<file path="config.mk">
export PLATFORM = sky130hd
export DESIGN_NAME = bootloader_flat
export DESIGN_NICKNAME = d
export VERILOG_FILES = /design/src/rtl/bootloader_pkg.sv /design/src/rtl/bootloader_if.sv /design/src/rtl/bootloader.sv /design/src/flat_wrapper.sv
export SDC_FILE = /design/constraint.sdc
export NUM_CORES = 1
export LEC_CHECK = 0
export ABC_AREA = 1
export BUFFER_PORTS_ARGS = -buffer_cell sky130_fd_sc_hd__buf_2
export CORE_MARGIN = 2
export CORE_UTILIZATION = 50
export DETAILED_ROUTE_END_ITERATION = 16
export PLACE_DENSITY = 0.75
export SLEW_MARGIN = 25
export SYNTH_ARGS = -nofsm -noshare
export SYNTH_HDL_FRONTEND = slang
export SYNTH_SLANG_ARGS = --single-unit
</file>
<file path="constraint.sdc">
create_clock -name slowclk -period 4.47 [get_ports slowclk]
set_input_delay 0.2235 -clock slowclk [delete_from_list [all_inputs] [get_ports slowclk]]
set_output_delay 0.2235 -clock slowclk [all_outputs]
set_load 0.05 [all_outputs]
</file>
<file path="src/rtl/bootloader_pkg.sv">
// Shared CPU package: bootloader state encoding, memory geometry and
// handshake helpers used by the bootloader and the control unit.
package bootloader_pkg;

    localparam int unsigned ADDR_W_DEF = 5;
    localparam int unsigned DATA_W_DEF = 8;
    localparam int unsigned MEM_DEPTH  = 32;

    localparam logic [2:0] S_IDLE = 3'd0;
    localparam logic [2:0] S_LEN  = 3'd1;
    localparam logic [2:0] S_DATA = 3'd2;
    localparam logic [2:0] S_CHK  = 3'd3;
    localparam logic [2:0] S_FIN  = 3'd4;
    localparam logic [2:0] S_ERR  = 3'd5;

    function automatic logic accepts_bytes(input logic [2:0] s);
        return (s == S_LEN) || (s == S_DATA) || (s == S_CHK);
    endfunction

    function automatic logic holds_cpu(input logic [2:0] s);
        return s != S_IDLE;
    endfunction

endpackage

</file>
<file path="src/rtl/bootloader_if.sv">
// Bootloader bus bundle: inbound byte stream plus program-memory write port.
// master = bootloader side, slave = byte source / memory side.
interface bootloader_if
    import bootloader_pkg::*;
#(
    parameter int ADDR_W = ADDR_W_DEF,
    parameter int DATA_W = DATA_W_DEF
);

    logic [DATA_W-1:0] in_data;
    logic              in_valid;
    logic              in_ready;
    logic [ADDR_W-1:0] mem_addr;
    logic [DATA_W-1:0] mem_wdata;
    logic              mem_we;

    modport master (
        input  in_data,
        input  in_valid,
        output in_ready,
        output mem_addr,
        output mem_wdata,
        output mem_we
    );

    modport slave (
        output in_data,
        output in_valid,
        input  in_ready,
        input  mem_addr,
        input  mem_wdata,
        input  mem_we
    );

endinterface

</file>
<file path="src/rtl/bootloader.sv">
// Serial program loader: length byte, N data bytes written to program memory.
// Optional trailing checksum byte enabled by BOOTLOADER_CHECKSUM_EN.
module bootloader
    import bootloader_pkg::*;
#(
    parameter int ADDR_W = ADDR_W_DEF,
    parameter int DATA_W = DATA_W_DEF
) (
    input  logic         slowclk,
    input  logic         reset,
    input  logic         start,
    bootloader_if.master bus,
    output logic         Bootload,
    output logic         done,
    output logic         err
);

    localparam logic [ADDR_W:0] CNT_ONE  = {{ADDR_W{1'b0}}, 1'b1};
    localparam logic [ADDR_W:0] CNT_FULL = {1'b1, {ADDR_W{1'b0}}};

`ifdef BOOTLOADER_CHECKSUM_EN
    localparam logic [2:0] S_AFTER_DATA = S_CHK;
`else
    localparam logic [2:0] S_AFTER_DATA = S_FIN;
`endif

    logic [2:0]        state_q, state_d;
    logic [ADDR_W:0]   cnt_q, cnt_d;
    logic [ADDR_W:0]   len_q, len_d;
    logic              we_q, we_d;
    logic [ADDR_W-1:0] addr_q, addr_d;
    logic [DATA_W-1:0] wdata_q, wdata_d;

    logic              accept;
    logic              last_byte;
    logic [ADDR_W:0]   len_in;

`ifdef BOOTLOADER_CHECKSUM_EN
    logic [DATA_W-1:0] sum_q, sum_d;
`endif

    assign accept    = bus.in_valid && bus.in_ready;
    assign last_byte = (cnt_q + CNT_ONE) == len_q;

    // A zero length field encodes a full memory image.
    assign len_in = (bus.in_data[ADDR_W-1:0] == '0)
                  ? CNT_FULL
                  : {1'b0, bus.in_data[ADDR_W-1:0]};

    always_comb begin
        state_d = state_q;
        cnt_d   = cnt_q;
        len_d   = len_q;
        we_d    = 1'b0;
        addr_d  = addr_q;
        wdata_d = wdata_q;
`ifdef BOOTLOADER_CHECKSUM_EN
        sum_d   = sum_q;
`endif
        case (state_q)
            S_IDLE: begin
                if (start) begin
                    state_d = S_LEN;
                    cnt_d   = '0;
`ifdef BOOTLOADER_CHECKSUM_EN
                    sum_d   = '0;
`endif
                end
            end
            S_LEN: begin
                if (accept) begin
                    len_d   = len_in;
                    state_d = S_DATA;
                end
            end
            S_DATA: begin
                if (accept) begin
                    we_d    = 1'b1;
                    addr_d  = cnt_q[ADDR_W-1:0];
                    wdata_d = bus.in_data;
                    cnt_d   = cnt_q + CNT_ONE;
`ifdef BOOTLOADER_CHECKSUM_EN
                    sum_d   = sum_q + bus.in_data;
`endif
                    if (last_byte) begin
                        state_d = S_AFTER_DATA;
                    end
                end
            end
`ifdef BOOTLOADER_CHECKSUM_EN
            S_CHK: begin
                if (accept) begin
                    state_d = (bus.in_data == sum_q) ? S_FIN : S_ERR;
                end
            end
            S_ERR: begin
                if (start) begin
                    state_d = S_LEN;
                    cnt_d   = '0;
                    sum_d   = '0;
                end
            end
`endif
            S_FIN: begin
                state_d = S_IDLE;
            end
            default: begin
                state_d = S_IDLE;
            end
        endcase
    end

    always_ff @(posedge slowclk or posedge reset) begin
        if (reset) begin
            state_q <= S_IDLE;
            cnt_q   <= '0;
            len_q   <= '0;
            we_q    <= 1'b0;
            addr_q  <= '0;
            wdata_q <= '0;
        end else begin
            state_q <= state_d;
            cnt_q   <= cnt_d;
            len_q   <= len_d;
            we_q    <= we_d;
            addr_q  <= addr_d;
            wdata_q <= wdata_d;
        end
    end

`ifdef BOOTLOADER_CHECKSUM_EN
    always_ff @(posedge slowclk or posedge reset) begin
        if (reset) begin
            sum_q <= '0;
        end else begin
            sum_q <= sum_d;
        end
    end

    assign err = (state_q == S_ERR);
`else
    assign err = 1'b0;
`endif

    assign bus.in_ready  = accepts_bytes(state_q);
    assign bus.mem_we    = we_q;
    assign bus.mem_addr  = addr_q;
    assign bus.mem_wdata = wdata_q;
    assign Bootload      = holds_cpu(state_q);
    assign done          = (state_q == S_FIN);

endmodule

</file>
<file path="src/flat_wrapper.sv">
// flat-port wrapper written by rule: the top's interface ports become plain ports
module bootloader_flat import bootloader_pkg::*;
#(
    parameter int ADDR_W = ADDR_W_DEF,
    parameter int DATA_W = DATA_W_DEF
)
  (slowclk, reset, start, Bootload, done, err, bus_in_data, bus_in_valid, bus_in_ready, bus_mem_addr, bus_mem_wdata, bus_mem_we);
  bootloader_if #(.ADDR_W(ADDR_W), .DATA_W(DATA_W)) bus_i ();
  input  logic slowclk;
  input  logic reset;
  input  logic start;
  output logic Bootload;
  output logic done;
  output logic err;
  input wire logic [$bits(bus_i.in_data)-1:0] bus_in_data;
  input wire logic [$bits(bus_i.in_valid)-1:0] bus_in_valid;
  output wire logic [$bits(bus_i.in_ready)-1:0] bus_in_ready;
  output wire logic [$bits(bus_i.mem_addr)-1:0] bus_mem_addr;
  output wire logic [$bits(bus_i.mem_wdata)-1:0] bus_mem_wdata;
  output wire logic [$bits(bus_i.mem_we)-1:0] bus_mem_we;
  assign bus_i.in_data = bus_in_data;
  assign bus_i.in_valid = bus_in_valid;
  assign bus_in_ready = bus_i.in_ready;
  assign bus_mem_addr = bus_i.mem_addr;
  assign bus_mem_wdata = bus_i.mem_wdata;
  assign bus_mem_we = bus_i.mem_we;
  bootloader #(.ADDR_W(ADDR_W), .DATA_W(DATA_W)) u_core (.slowclk(slowclk), .reset(reset), .start(start), .bus(bus_i), .Bootload(Bootload), .done(done), .err(err));
endmodule
</file>
==> metrics.txt, run 1 <==
CP max stage cell=dfrtp_1; 1st-pass router iterations=10; Int Power=0.000586 W; hpwl dp=2180 microns; reg2reg setup slack=2.76 ns; Power Total=0.00121 W; per-cell routed wire length=12.0 microns; crit share post-route=0.382; Worst VDD drop=0.408 mV; register area share after synthesis=0.487; initial drt markers=29; sequential share of power=0.350; clock sink count=29; Filler cells=248; Rows=19; EDFF count, synth=0; total track usage=0.187; Area growth syn-to-layout=14.0%; Synth cell types=34; CTS H-tree depth=2; CP dominant cell by count=nand2_1; FMAX=585 MHz; clock-pin slew on the worst setup and hold paths=0.09 ns; die area=3430 sq um; layout cell share with drive strength beyond 1=0.312; FFs w/ async S/R, synth=1.00; synth warn=0; Worst EP required=4.67 ns; combinational share of power=0.526; P_sw=0.000621 W; syn_nets=182; top cell type's share of synthesized area=0.487; CP cell instances=ha_1, inv_1, nand2_1, nand2_1, nor2_1, nand3_1, nor2_2, nand4_2, nand3_1, nand2_1; Leakage=0.880 nW; hold_buf cts=0; Critical R2R Capture=u_core.state_q[1]$_DFFE_PP0P_; Slew Limit Fails=0; Hold EP=u_core.bus.mem_wdata[7]$_DFFE_PP0P_; post-cts sizing count=0; CP peak stage delay=0.47 ns; flops & latches, synth=29; first-pass GRT wire length=4770 microns; setup_tns=0 ns; NumNets Final=214; Yosys top cell by area=dfrtp_1; initial antenna violation count=0; Routed Antenna Nets=0; Initial Util=0.531; Critical Path Fanout Max=5; violated checks=design-rule violations; DIE HEIGHT=58.6 microns; total CTS buffers=5; Routability Congestion=0.863; Max Cap Viol=0; min-delay src=bus_in_data[7]; Avg Inst Size Synth=8.82 sq um; R2R Path Start=u_core.cnt_q[0]$_DFFE_PP0P_; ranking of synthesized cells by area=dfrtp_1 49%, nand2_1 11%, inv_1 4.8%; Die X-Extent=58.6 microns; worst-margin pin slew=0.583 ns; RSZ-0062 raised after global routing=false; Setup Skew=0.00679 ns; IO buf count=28; CP delay by family, top=simple AND/OR/NAND/NOR gates; Final setup viols=0; WP data arrival=1.91 ns; min cycle time layout=1.71 ns; WP buf/inv=1; I/O pin count=30; CTS tree=built; worst-skew pair later-pin latency=0.33 ns; Post-Route WL=2800 microns; Post-CTS Setup Bufs=0; Clock Path Buffers=2; vias in the first global route=1113; Clk network pwr share=0.124; Residual DRC=2; vias=1187; Worst setup SP type=register; switching part of the total=0.514; worst rel slew slack=0.611; GR Overflow Total=0; WS Path Type=reg2reg; WHS=0.0946 ns; worst hold path type=in2reg; CTS Root Buffer Type=clkbuf_4; Post-Synthesis Cells=169; via density per instance=5.09; power per cell area=710 nW/um^2; largest net degree at the start of global routing=30; Crit. End Element=register; core area=2810 sq um; R2R depth=10; number of diodes=0; Mapped Area=1490 sq um; hold depth=3; status=finished with violations; Hold Vio Cnt, Final=0; Top FF cell, synth=dfrtp_1
-- tightest hold or removal path, stage by stage --
cell and delay (ns):
buf_2 0.08, nand2_1 0.04, nand2_1 0.05
-- synth_stat cells (2+ instances only) --
cell type   n
a21oi_1     3
buf_6       2
dfrtp_1    29
inv_1      19
inv_2       6
nand2_1    43
nand2_2     6
nand3_1    14
nand3_4     2
nand4_1     3
nor2_1      4
nor2_4      2
o21ai_0     4
o21ai_1    10
o21bai_1    2
o22ai_2     2
-- cell families (layout without fill, tap and decap cells) --
kind of cell             count (synthesis)  count (layout)  synth area share
AND/OR/NAND/NOR                         81              81             0.287
buffers and inverters                   30              63            0.0890
flip-flops                              29              29             0.487
AO/OA/AOI/OAI                           25              25             0.113
adder cells (fa/ha/maj)                  1               1           0.00839
other                                    1               1           0.00252
XOR/XNOR                                 1               1           0.00588
multiplexers                             1               1           0.00756
-- power groups by stage --
stage	clock, W	combinational, W	sequential [W]
global route	0.000166	0.000689	0.000435
global placement	0	0.000626	0.000424
floorplan	0	0.000349	0.000589
detailed placement	0	0.000637	0.000427
finish	0.000150	0.000635	0.000422
CTS	0.000154	0.000638	0.000422
-- through the flow --
step / util / setup WS, ns / instances / instance area, sq um
CTS: 0.602 / 2.78 / 232 / 1690
detailed placement: 0.583 / 2.79 / 224 / 1630
global route: 0.606 / 2.66 / 233 / 1700
global placement: 0.583 / 2.84 / 224 / 1630
finish: 0.606 / 2.76 / 233 / 1700
floorplan: - / 2.72 / 169 / 1490
-- flip-flops by register name (all words and copies together), names as in the netlist --
register              flops
u_core.cnt_q              6
u_core.bus.mem_wdata      8
u_core.len_q              6
u_core.bus.mem_addr       5
u_core.bus.mem_we         1
u_core.state_q            3
-- placed cells by master (no fill, tap or decap), drive strengths merged, types with 2 or more instances in the layout --
cell and count:
a21oi 4, buf 28, clkbuf 5, clkinv 3, dfrtp 29, inv 25
nand2 49, nand3 17, nand4 4, nor2 8, o21ai 15, o21bai 2
o22ai 3
-- worst max-delay path by stage --
| stage | startpoint | slack, ns | endpoint | cells past startpoint |
|---|---|---|---|---|
| 2_1_floorplan | u_core.state_q[1]$_DFFE_PP0P_ | 2.72 | done | 1 |
| 3_3_place_gp | u_core.cnt_q[0]$_DFFE_PP0P_ | 2.84 | u_core.state_q[1]$_DFFE_PP0P_ | 10 |
| 3_5_place_dp | u_core.cnt_q[0]$_DFFE_PP0P_ | 2.79 | u_core.state_q[1]$_DFFE_PP0P_ | 10 |
| 4_1_cts | u_core.cnt_q[0]$_DFFE_PP0P_ | 2.78 | u_core.state_q[1]$_DFFE_PP0P_ | 10 |
| 5_1_grt | u_core.cnt_q[0]$_DFFE_PP0P_ | 2.66 | u_core.state_q[1]$_DFFE_PP0P_ | 10 |
| 6_report | u_core.cnt_q[0]$_DFFE_PP0P_ | 2.76 | u_core.state_q[1]$_DFFE_PP0P_ | 10 |
-- final cells by class --
type / instances / area [sq um] / area share
Sequential cell: 29 / 726 / 0.427
Clock inverter: 3 / 17.5 / 0.0103
Inverter: 26 / 97.6 / 0.0574
Tap cell: 31 / 38.8 / 0.0228
Multi-Input combinational cell: 110 / 632 / 0.372
Timing Repair Buffer: 29 / 150 / 0.0884
Clock buffer: 5 / 37.5 / 0.0221
-- per-layer routing --
layer	up-vias	global-route usage	part of all wire
li1	609	-	-
met1	546	0.250	0.47
met2	25	0.281	0.46
met3	7	0.0549	0.040
met4	0	0.0877	0.023
met5	-	0	0
No activity file was read; power rests on OpenSTA's default activity.
==> inputs of run 2 (changes only) <==
==> constraint.sdc (replaced) <==
create_clock -name slowclk -period 1.8 [get_ports slowclk]
set_input_delay 0.09 -clock slowclk [delete_from_list [all_inputs] [get_ports slowclk]]
set_output_delay 0.09 -clock slowclk [all_outputs]
set_load 0.05 [all_outputs]
==> run 2 against run 1 <==
Compared with the run above:
- critical path depth did not move
- highest routed layer unchanged
- clock skew decreased by 0.0020 ns
- clock power grew to 3.7 times the previous value
- the run still ends with design-rule violations left
- critical endpoint unchanged
- worst hold slack got worse by 0.081 ns
- critical path type unchanged
==> metrics.txt, run 2 (same netlist as run 1, synthesis figures left out) <==
Filler cells=230 (-7.3%); Routed Antenna Nets=0 (unchanged); sequential share of power=0.327 (-0.023); switching part of the total=0.482 (-0.0327); Post-Route WL=3000 microns (+6.9%); die area=3430 sq um (unchanged); RSZ-0062 raised after global routing=false; core area=2810 sq um (unchanged); Power Total=0.00321 W (+170%); combinational share of power=0.499 (-0.027); total track usage=0.197 (+0.0100); vias=1243 (+4.7%); Worst setup SP type=register; initial drt markers=36 (+24%); status=finished with violations; total CTS buffers=5 (unchanged); GR Overflow Total=0 (unchanged); Rows=19 (unchanged); Hold Vio Cnt, Final=0 (unchanged); Clk network pwr share=0.174 (+0.050); largest net degree at the start of global routing=30 (unchanged); commonest non-fill, non-tap cell in the layout=nand2_1; Routability Congestion=0.843 (-2.2%); post-cts sizing count=0 (unchanged); Final setup viols=0 (unchanged); Worst EP required=2.03 ns (-2.64 ns); I/O pin count=30 (unchanged); Worst VDD drop=1.06 mV (+160%); Residual DRC=2 (unchanged); Leakage=0.930 nW (+5.7%); crit share post-route=0.901 (+0.519); min-delay src=bus_in_data[2]; worst hold path type=in2reg; WS Path Type=reg2reg; IO buf count=28 (unchanged); Clock Path Buffers=2 (unchanged); crit path from=u_core.cnt_q[0]$_DFFE_PP0P_; 1st-pass router iterations=10 (unchanged); Die X-Extent=58.6 microns (unchanged); Inst Count DP=227 (+1.3%); P_sw=0.00155 W (+150%); first-pass GRT wire length=4890 microns (+2.5%); R2R Path Start=u_core.cnt_q[0]$_DFFE_PP0P_; Initial Util=0.531 (unchanged); Area growth syn-to-layout=20.9%; Int Power=0.00166 W (+180%); WHS=0.0141 ns (-0.0805 ns); CTS Root Buffer Type=clkbuf_4; power per cell area=1780 nW/um^2 (+150%); per-cell routed wire length=12.4 microns (+3.4%); clock-pin slew on the worst setup and hold paths=0.09 ns (about the same); violated checks=design-rule violations; hpwl dp=2150 microns (-1.7%); NumNets Final=222 (+3.7%); Critical Path Fanout Max=5 (unchanged); via density per instance=5.16 (+1.2%); initial antenna violation count=0 (unchanged); setup_tns=0 ns (unchanged); Slew Limit Fails=0 (unchanged); non-filler cells, final=241 (+3.4%); CTS tree=built; worst-skew pair later-pin latency=0.34 ns (about the same); Crit. End Element=register; DIE HEIGHT=58.6 microns (unchanged); vias in the first global route=1124 (+0.99%); min cycle time layout=1.62 ns (-0.0860 ns); Max Cap Viol=0 (unchanged); WP data arrival=1.85 ns (-0.06 ns); Setup Skew=0.00479 ns (-0.00200 ns); FMAX=616 MHz (+5.3%); clock sink count=29 (unchanged); CTS H-tree depth=2 (unchanged); number of diodes=0 (unchanged); commonest non-fill, non-tap cells in the layout=43 x nand2_1, 29 x dfrtp_1, 28 x buf_2; layout cell share with drive strength beyond 1=0.305 (-0.00712); max reg flops=8 (unchanged)
run 2: cell types whose count changed in the layout (fill, tap and decap cells not counted):
cell,change
clkinvlp_4,-1
clkbuf_8,+1
bufinv_16,+1
inv_1,+1
inv_2,-1
buf_4,+3
clkbuf_1,+1
dlygate4sd3_1,+5
clkinv_2,-2
run 2: layout make-up:
class	instances	area, sq um	area share
sequential	29	726	0.403
inverter	26	97.6	0.0542
multi-input combinational	110	632	0.351
tap	31	38.8	0.0215
timing repair buffer	37	223	0.124
clock inverter	1	30.0	0.0167
clock buffer	7	55.1	0.0306
run 2: power groups by stage:
stage               Combinational, W  Sequential [W]  Clock, W
CTS                          0.00161         0.00105  0.000571
detailed placement           0.00160         0.00106         0
global route                 0.00172         0.00108  0.000601
finish                       0.00160         0.00105  0.000559
global placement             0.00157         0.00105         0
floorplan                   0.000868         0.00146         0
run 2: worst max-delay path, cell delays in order, from the launching register on:
cell     delay [ns]
dfrtp_1        0.44
ha_1           0.32
inv_1          0.05
nand2_1        0.05
nand2_1        0.05
nor2_1         0.09
nand3_1        0.11
nor2_2         0.11
nand4_2        0.12
nand3_1        0.10
nand2_1        0.06
run 2: layer usage:
metal,GRT usage,share of wire,vias up
met3,0.0747,0.061,7
met1,0.232,0.42,576
li1,-,-,619
met5,0,0,-
met2,0.316,0.49,41
met4,0.0942,0.020,0
run 2: what timing repair did:
| action | 4_1_cts | 5_1_grt |
|---|---|---|
| endpoints found under the hold margin | 33 | 1 |
| hold buffers | 5 | 1 |
| buffers inserted | 0 | 0 |
run 2: final timing paths:
check / to / slack, ns / cells past startpoint
max: u_core.state_q[1]$_DFFE_PP0P_ / 0.18 / 10
max in group asynchronous: u_core.cnt_q[5]$_DFFE_PP0P_ / 1.19 / 4
min: u_core.bus.mem_wdata[2]$_DFFE_PP0P_ / 0.01 / 3
max reg2reg: u_core.state_q[1]$_DFFE_PP0P_ / 0.18 / 10
min in group asynchronous: u_core.bus.mem_wdata[7]$_DFFE_PP0P_ / 0.34 / 4
min reg2reg: u_core.bus.mem_wdata[7]$_DFFE_PP0P_ / 0.48 / 2
run 2: metrics by stage:
| stage | worst slack [ns] | util | area, sq um |
|---|---|---|---|
| floorplan | 0.186 | - | 1490 |
| global placement | 0.231 | 0.591 | 1660 |
| detailed placement | 0.203 | 0.591 | 1660 |
| CTS | 0.165 | 0.639 | 1790 |
| global route | 0.0724 | 0.642 | 1800 |
| finish | 0.178 | 0.642 | 1800 |
